===== config.mk =====
export PLATFORM = sky130hd
export DESIGN_NAME = gat_bram_loader
export DESIGN_NICKNAME = d
export VERILOG_FILES = /design/src/rtl/gat_pkg.sv /design/src/rtl/gat_bram_wr_port.sv /design/src/rtl/gat_bram_loader.sv
export SDC_FILE = /design/constraint.sdc
export NUM_CORES = 1
export LEC_CHECK = 0
export BUFFER_PORTS_ARGS = -buffer_cell sky130_fd_sc_hd__clkbuf_2
export CAP_MARGIN = 15
export CORE_ASPECT_RATIO = 1.2
export CORE_MARGIN = 8
export CORE_UTILIZATION = 45
export CTS_CLUSTER_SIZE = 30
export DETAILED_ROUTE_END_ITERATION = 8
export GPL_TIMING_DRIVEN = 0
export MAX_ROUTING_LAYER = met4
export PLACE_DENSITY = 0.69
export SLEW_MARGIN = 20
export SYNTH_ARGS = -nofsm -noshare
export SYNTH_HDL_FRONTEND = slang
export SYNTH_SLANG_ARGS = --single-unit

===== constraint.sdc =====
create_clock -name clk -period 13.7 [get_ports clk]
set_input_delay 0.685 -clock clk [delete_from_list [all_inputs] [get_ports clk]]
set_output_delay 0.685 -clock clk [all_outputs]
set_load 0.03 [all_outputs]

===== src/rtl/gat_pkg.sv =====
// Shared constants and loader state type for the GAT BRAM loader.
package gat_pkg;

  localparam int TOP_WIDTH               = 32;
  localparam int H_DATA_DEPTH_DEFAULT    = 242101;
  localparam int NODE_INFO_DEPTH_DEFAULT = 13264;
  localparam int WEIGHT_DEPTH_DEFAULT    = 22928;

  typedef enum logic [2:0] {
    IDLE,
    LD_H,
    LD_NI,
    LD_WGT,
    DONE
  } loader_state_t;

  function automatic int max3(input int a, input int b, input int c);
    int m;
    m = (a > b) ? a : b;
    return (m > c) ? m : c;
  endfunction

endpackage


===== src/rtl/gat_bram_wr_port.sv =====
// Registered write-port driver for one BRAM: a single-cycle ena/wea pulse
// per request, with din/addra holding their last written values.
module gat_bram_wr_port #(
  parameter int DW    = 32,
  parameter int IDX_W = 2
) (
  input  logic             clk,
  input  logic             rst,
  input  logic             wr_en,
  input  logic [DW-1:0]    wr_data,
  input  logic [IDX_W-1:0] wr_idx,
  output logic [DW-1:0]    din,
  output logic             ena,
  output logic             wea,
  output logic [IDX_W+1:0] addra
);

  logic [DW-1:0]    din_q, din_d;
  logic [IDX_W+1:0] addra_q, addra_d;
  logic             ena_q, ena_d;

  always_comb begin
    din_d   = din_q;
    addra_d = addra_q;
    ena_d   = wr_en;
    if (wr_en) begin
      din_d   = wr_data;
      addra_d = {wr_idx, 2'b00};
    end
  end

  always_ff @(posedge clk or posedge rst) begin
    if (rst) begin
      din_q   <= '0;
      addra_q <= '0;
      ena_q   <= 1'b0;
    end else begin
      din_q   <= din_d;
      addra_q <= addra_d;
      ena_q   <= ena_d;
    end
  end

  assign din   = din_q;
  assign ena   = ena_q;
  assign wea   = ena_q;
  assign addra = addra_q;

endmodule


===== src/rtl/gat_bram_loader.sv =====
// Streams one load of H data, node info and weights into three BRAM write
// ports in that order. Optional running word sum: GAT_LOADER_CHECKSUM_EN.
module gat_bram_loader #(
  parameter int TOP_WIDTH       = gat_pkg::TOP_WIDTH,
  parameter int H_DATA_DEPTH    = gat_pkg::H_DATA_DEPTH_DEFAULT,
  parameter int NODE_INFO_DEPTH = gat_pkg::NODE_INFO_DEPTH_DEFAULT,
  parameter int WEIGHT_DEPTH    = gat_pkg::WEIGHT_DEPTH_DEFAULT,
  localparam int H_DATA_ADDR_W    = $clog2(H_DATA_DEPTH),
  localparam int NODE_INFO_ADDR_W = $clog2(NODE_INFO_DEPTH),
  localparam int WEIGHT_ADDR_W    = $clog2(WEIGHT_DEPTH)
) (
  input  logic                        clk,
  input  logic                        rst,
  input  logic                        start,
  input  logic [TOP_WIDTH-1:0]        s_data,
  input  logic                        s_valid,
  output logic                        s_ready,
  output logic [TOP_WIDTH-1:0]        h_data_bram_din,
  output logic                        h_data_bram_ena,
  output logic                        h_data_bram_wea,
  output logic [H_DATA_ADDR_W+1:0]    h_data_bram_addra,
  output logic [TOP_WIDTH-1:0]        h_node_info_bram_din,
  output logic                        h_node_info_bram_ena,
  output logic                        h_node_info_bram_wea,
  output logic [NODE_INFO_ADDR_W+1:0] h_node_info_bram_addra,
  output logic [TOP_WIDTH-1:0]        wgt_bram_din,
  output logic                        wgt_bram_ena,
  output logic                        wgt_bram_wea,
  output logic [WEIGHT_ADDR_W+1:0]    wgt_bram_addra,
  output logic                        h_data_bram_load_done,
  output logic                        h_node_info_bram_load_done,
  output logic                        wgt_bram_load_done,
`ifdef GAT_LOADER_CHECKSUM_EN
  output logic [TOP_WIDTH-1:0]        load_checksum,
`endif
  output logic                        busy
);

  import gat_pkg::*;

  localparam int CNT_W = max3(H_DATA_ADDR_W, NODE_INFO_ADDR_W, WEIGHT_ADDR_W);
  localparam logic [CNT_W-1:0] H_LAST   = CNT_W'(H_DATA_DEPTH - 1);
  localparam logic [CNT_W-1:0] NI_LAST  = CNT_W'(NODE_INFO_DEPTH - 1);
  localparam logic [CNT_W-1:0] WGT_LAST = CNT_W'(WEIGHT_DEPTH - 1);

  loader_state_t    state_q, state_d;
  logic [CNT_W-1:0] cnt_q, cnt_d;
  logic             h_done_q, h_done_d;
  logic             ni_done_q, ni_done_d;
  logic             wgt_done_q, wgt_done_d;
  logic             loading;
  logic             accept;
  logic             h_wr, ni_wr, wgt_wr;

  assign loading = (state_q == LD_H) || (state_q == LD_NI) || (state_q == LD_WGT);
  assign accept  = s_valid && loading;

  always_comb begin
    state_d    = state_q;
    cnt_d      = cnt_q;
    h_done_d   = h_done_q;
    ni_done_d  = ni_done_q;
    wgt_done_d = wgt_done_q;
    h_wr       = 1'b0;
    ni_wr      = 1'b0;
    wgt_wr     = 1'b0;
    case (state_q)
      IDLE, DONE: begin
        if (start) begin
          state_d    = LD_H;
          cnt_d      = '0;
          h_done_d   = 1'b0;
          ni_done_d  = 1'b0;
          wgt_done_d = 1'b0;
        end
      end
      LD_H: begin
        if (accept) begin
          h_wr = 1'b1;
          if (cnt_q == H_LAST) begin
            cnt_d    = '0;
            state_d  = LD_NI;
            h_done_d = 1'b1;
          end else begin
            cnt_d = cnt_q + CNT_W'(1);
          end
        end
      end
      LD_NI: begin
        if (accept) begin
          ni_wr = 1'b1;
          if (cnt_q == NI_LAST) begin
            cnt_d     = '0;
            state_d   = LD_WGT;
            ni_done_d = 1'b1;
          end else begin
            cnt_d = cnt_q + CNT_W'(1);
          end
        end
      end
      LD_WGT: begin
        if (accept) begin
          wgt_wr = 1'b1;
          if (cnt_q == WGT_LAST) begin
            cnt_d      = '0;
            state_d    = DONE;
            wgt_done_d = 1'b1;
          end else begin
            cnt_d = cnt_q + CNT_W'(1);
          end
        end
      end
      default: state_d = IDLE;
    endcase
  end

  // Done flags are registered alongside the write ports so each rises with its last write.
  always_ff @(posedge clk or posedge rst) begin
    if (rst) begin
      state_q    <= IDLE;
      cnt_q      <= '0;
      h_done_q   <= 1'b0;
      ni_done_q  <= 1'b0;
      wgt_done_q <= 1'b0;
    end else begin
      state_q    <= state_d;
      cnt_q      <= cnt_d;
      h_done_q   <= h_done_d;
      ni_done_q  <= ni_done_d;
      wgt_done_q <= wgt_done_d;
    end
  end

  assign s_ready                    = loading;
  assign busy                       = loading;
  assign h_data_bram_load_done      = h_done_q;
  assign h_node_info_bram_load_done = ni_done_q;
  assign wgt_bram_load_done         = wgt_done_q;

  gat_bram_wr_port #(.DW(TOP_WIDTH), .IDX_W(H_DATA_ADDR_W)) u_h_port (
    .clk     (clk),
    .rst     (rst),
    .wr_en   (h_wr),
    .wr_data (s_data),
    .wr_idx  (cnt_q[H_DATA_ADDR_W-1:0]),
    .din     (h_data_bram_din),
    .ena     (h_data_bram_ena),
    .wea     (h_data_bram_wea),
    .addra   (h_data_bram_addra)
  );

  gat_bram_wr_port #(.DW(TOP_WIDTH), .IDX_W(NODE_INFO_ADDR_W)) u_ni_port (
    .clk     (clk),
    .rst     (rst),
    .wr_en   (ni_wr),
    .wr_data (s_data),
    .wr_idx  (cnt_q[NODE_INFO_ADDR_W-1:0]),
    .din     (h_node_info_bram_din),
    .ena     (h_node_info_bram_ena),
    .wea     (h_node_info_bram_wea),
    .addra   (h_node_info_bram_addra)
  );

  gat_bram_wr_port #(.DW(TOP_WIDTH), .IDX_W(WEIGHT_ADDR_W)) u_wgt_port (
    .clk     (clk),
    .rst     (rst),
    .wr_en   (wgt_wr),
    .wr_data (s_data),
    .wr_idx  (cnt_q[WEIGHT_ADDR_W-1:0]),
    .din     (wgt_bram_din),
    .ena     (wgt_bram_ena),
    .wea     (wgt_bram_wea),
    .addra   (wgt_bram_addra)
  );

`ifdef GAT_LOADER_CHECKSUM_EN
  logic [TOP_WIDTH-1:0] sum_q, sum_d;

  always_comb begin
    sum_d = sum_q;
    if (start && !loading) begin
      sum_d = '0;
    end else if (accept) begin
      sum_d = sum_q + s_data;
    end
  end

  always_ff @(posedge clk or posedge rst) begin
    if (rst) begin
      sum_q <= '0;
    end else begin
      sum_q <= sum_d;
    end
  end

  assign load_checksum = sum_q;
`endif

endmodule


==> results.txt <==
----------------------------------------------------
[Run status]
  Result of the run ... finished, final reports clean

[Finish]
  NumNets Final ... between 800 and 900
  Number of antenna repair diodes ... 0
  Post-layout instance area ... 8650 um2
  Fill cell instance count of the final layout ... around 1.3k
  Utilization after layout ... 57.8%
  Share of final-layout standard cells stronger than drive strength 1 ... 42.1%
  Area growth from synthesis to layout ... 26.2%
  Filler-free cell count of the finished design ... 1,006

[Detailed routing]
  Drt wl/cell ... between 15 and 20 um
  Vias per std cell ... approximately 5.0
  1st-iter DRT viols ... 244
  ANT nets after route ... 0
  DRC violation count after routing ... 0
  Post-Route WL ... 17.8 mm
  Drt pass-1 iters ... 5
  Vias after detailed routing ... 5,016

[Clock network]
  CTS clk-pin slew, worst paths ... about 0.06 ns
  Post-CTS sizing ... 0
  # clock sinks ... 170
  Post-cts hold buffer count ... 0
  Insertion delay of the later-clocked pin in the worst-skew pair ... 0.43 ns
  Library cell used as clock root buffer ... clkbuf_16
  Number of buffers on the longest clock path ... 2
  CTS tree ... built
  Number of buffers created by CTS ... 17
  Buffers inserted during post-CTS setup optimization ... 0
  CTS H-tree lvls ... 4

[Power]
  Net switching share of the total power ... around 43%
  Post-route total power ... ~2.1 mW
  Share of total power in sequential cells ... a little over a third
  Power spent charging and discharging nets ... approximately 0.91 mW
  Leakage power total ... 4.49 nW
  Clock power share ... between 20% and 30%
  Cell-internal power ... 1.21 mW
  Share of total power in combinational logic ... between 40% and 50%
  Maximum vdd drop ... between 0.00015 and 0.0002 V
  Power Density ... between 200 and 250 nW/um2

[Timing]
  Final setup violation count ... 0
  Min Hold Slack ... roughly 0.28 ns
  Final hold violation count ... 0
  Highest clock frequency the design can meet ... around 0.32 GHz
  Smallest setup slack after layout ... roughly 11 ns
  Final critical-path share of the clock period ... a little under a quarter
  Total Neg Setup Slack ... 0 ns
  Max_slew headroom ... between 30% and 40%
  Setup repair after global routing missed its margin ... false
  Final slew viol count ... 0
  Time the final worst path needs with I/O delays and setup ... roughly 3 ns
  Clk_skew ... between 0.007 and 0.008 ns
  Measured slew at the worst slew-check pin ... between 0.9 and 1 ns

[Floorplan]
  Number of top-level design ports ... 196
  Vertical die dimension ... ~150 um
  CORE AREA ... roughly 15,000 um2
  Die Outline Area ... about 19,000 um2
  Cell Rows ... between 40 and 50
  Width of the die ... roughly 130 um
  Effective utilization at floorplan ... a little under half

[Synthesis]
  Top_reg_cell synth ... dfrtp_1
  Post-synthesis sequential area ratio ... about 62%
  Post-Synthesis Cells ... a little under 600
  Number of synthesized flops with an enable pin ... 0
  Number of distinct library cells after synthesis ... between 40 and 50
  Mean Syn Cell Area ... between 10 and 15 um2
  Share of flip-flops with an asynchronous set or reset after synthesis ... 100%
  Number of synthesis warnings ... 0
  Synth Register Bits ... 170
  Summed instance area of the synthesized netlist ... 6860 um2

[Place]
  Half-perimeter wire length after placement ... between 10 and 15 mm
  Number of placed instances with taps included ... slightly below 1k
  Placement Setup Slack ... ~11 ns
  DP Area ... 8110 um2
  Weighted congestion reported at the end of routability-driven placement ... around 0.85
  Number of buffers inserted by port buffering ... between 150 and 200

[Job]
  MaxCap Viol Count ... 0

[Global route]
  Initial antenna violation count ... 0
  Via count of the first global-routing pass ... roughly 5.3k
  Maximum number of pins on one net before global-route repair ... ~120
  Global-route wire length before repair ... 28.2 mm
  Global router's overall resource usage ... 19.4%
  Global route total overflow ... 0

[Critical path]
  Crit-path max FO ... 10
  Required time of the worst setup path ... 14.01 ns
  Critical Path Max Stage Delay ... between 0.8 and 0.9 ns
  CP Launch Type ... flop
  Critical Path, Cell by Cell ... buf_2 > inv_1 > nor4_1 > clkbuf_1 > buf_1 > mux2_2
  Element type at the critical path end ... flop
  Setup Crit Path Kind ... flop to flop
  Slowest-stage cell, CP ... nor4_1
  Data arrival at the endpoint of the critical path ... between 3 and 4 ns

[Hold path]
  Worst Hold Class ... input pin to async pin

----------------------------------------------------
## power by group through the flow
stage / logic [mW] / registers [mW] / clock network, mW
after CTS: 0.932 / 0.764 / 0.449
after floorplan: 0.320 / 1.08 / 0
after global placement: 0.909 / 0.761 / 0
final: 0.919 / 0.763 / 0.440
after detailed placement: 0.930 / 0.770 / 0
after global routing: 0.975 / 0.785 / 0.470
## Yosys cell counts, types with 2 or more instances
cell      number  share of area (%)
and2_1         2               0.18
o21ai_0       12               0.88
nand4_1        5               0.46
clkbuf_2       2               0.15
inv_1          8               0.44
buf_1          4               0.22
buf_2          3               0.22
mux2_2        96                 16
nand2_1      148                8.1
xnor2_1       10                1.3
nor3_1         6               0.44
clkbuf_1      23                1.3
buf_4         10                1.1
nor2_1        24                1.3
xor2_1         5               0.64
a21oi_1        3               0.22
dfrtp_1      170                 62
and3_1         5               0.46
or4_1          2               0.22
ha_1           2               0.36
nor4_1         4               0.36
buf_6          2               0.33
nand2b_1       2               0.18
nand3_1        9               0.66
a31oi_1        2               0.18
## layout by cell type, fill, tap and decap left out, drive strengths merged
cell and n:
nor2b 1, a311o 1, nand2b 2, conb 6, nor3 6, nand4 5
clkinv 3, nand2 148, xor2 5, buf 20, clkinvlp 2, o31ai 1
mux2 96, nor4b 1, o22a 1, o21ai 13, nor4 4, a21oi 3
inv 9, or4 2, nor2 26, a31oi 2, mux2i 1, nor4bb 1
or2b 1, a21o 1, ha 2, nor3b 1, and3 5, xnor2 10
or4b 1, clkbuf 238, nand4b 1, dfrtp 170, o22ai 1, nand3 10
and2 2
## cell families (layout without fill, tap and decap cells)
group | after synthesis | in the layout | share of synthesized area (%)
flip-flops | 170 | 170 | 62.1
adder cells (fa/ha/maj) | 2 | 2 | 0.365
AND/OR/NAND/NOR | 217 | 217 | 13.8
other | 1 | 6 | 0.0547
buffers and inverters | 52 | 272 | 3.70
AO/OA/AOI/OAI | 23 | 23 | 2.19
multiplexers | 97 | 97 | 15.9
XOR/XNOR | 15 | 15 | 1.92
## metal layers
metal  GRT usage [%]  part of all wire [%]  vias up  wire length [um]
met4            9.30                   3.3        0               596
met1            21.3                    39     2490              6950
li1                -                     -     2315                 -
met5               -                     0        -                 0
met2            32.7                    52      169              9330
met3            4.79                   5.4       42               958
## layout make-up
cell class / instances / area (um2) / area share, %
Multi-Input combinational cell: 360 / 2370 / 27.4
Sequential cell: 170 / 4250 / 49.2
Tap cell: 204 / 255 / 2.95
Timing Repair Buffer: 190 / 973 / 11.3
Clock buffer: 24 / 502 / 5.80
Inverter: 8 / 37.5 / 0.434
Clock inverter: 6 / 38.8 / 0.448
Buffer: 44 / 224 / 2.59
## registers in the layout (all words and copies together), names as in the netlist
| register | flops |
|---|---|
| cnt_q | 18 |
| h_data_bram_load_done | 1 |
| h_node_info_bram_load_done | 1 |
| state_q | 3 |
| u_h_port.addra | 18 |
| u_h_port.din | 32 |
| u_h_port.ena | 1 |
| u_ni_port.addra | 14 |
| u_ni_port.din | 32 |
| u_ni_port.ena | 1 |
| u_wgt_port.addra | 15 |
| u_wgt_port.din | 32 |
| u_wgt_port.ena | 1 |
| wgt_bram_load_done | 1 |
## worst max-delay path: cells and delay by family (launching register included)
family,cells,cell delay [ns]
buf+inv,4,1.38
flops,1,0.32
mux,1,0.40
simple gates,1,0.86
## path summary, 6_finish.rpt
| check | from | endpoint | slack, ns | depth (start not counted) |
|---|---|---|---|---|
| setup / recovery | state_q[1] | u_ni_port.din[4] | 10.61 | 6 |
| hold / removal | rst | u_ni_port.din[13] | 0.28 | 2 |
| setup reg to reg | state_q[1] | u_ni_port.din[4] | 10.61 | 6 |
| hold reg to reg | u_wgt_port.din[22] | u_wgt_port.din[22] | 0.48 | 2 |
| max in group asynchronous | rst | u_wgt_port.addra[6] | 12.52 | 3 |
| min in group clk | u_wgt_port.din[22] | u_wgt_port.din[22] | 0.48 | 2 |
Power figures use the tool's default switching activity.
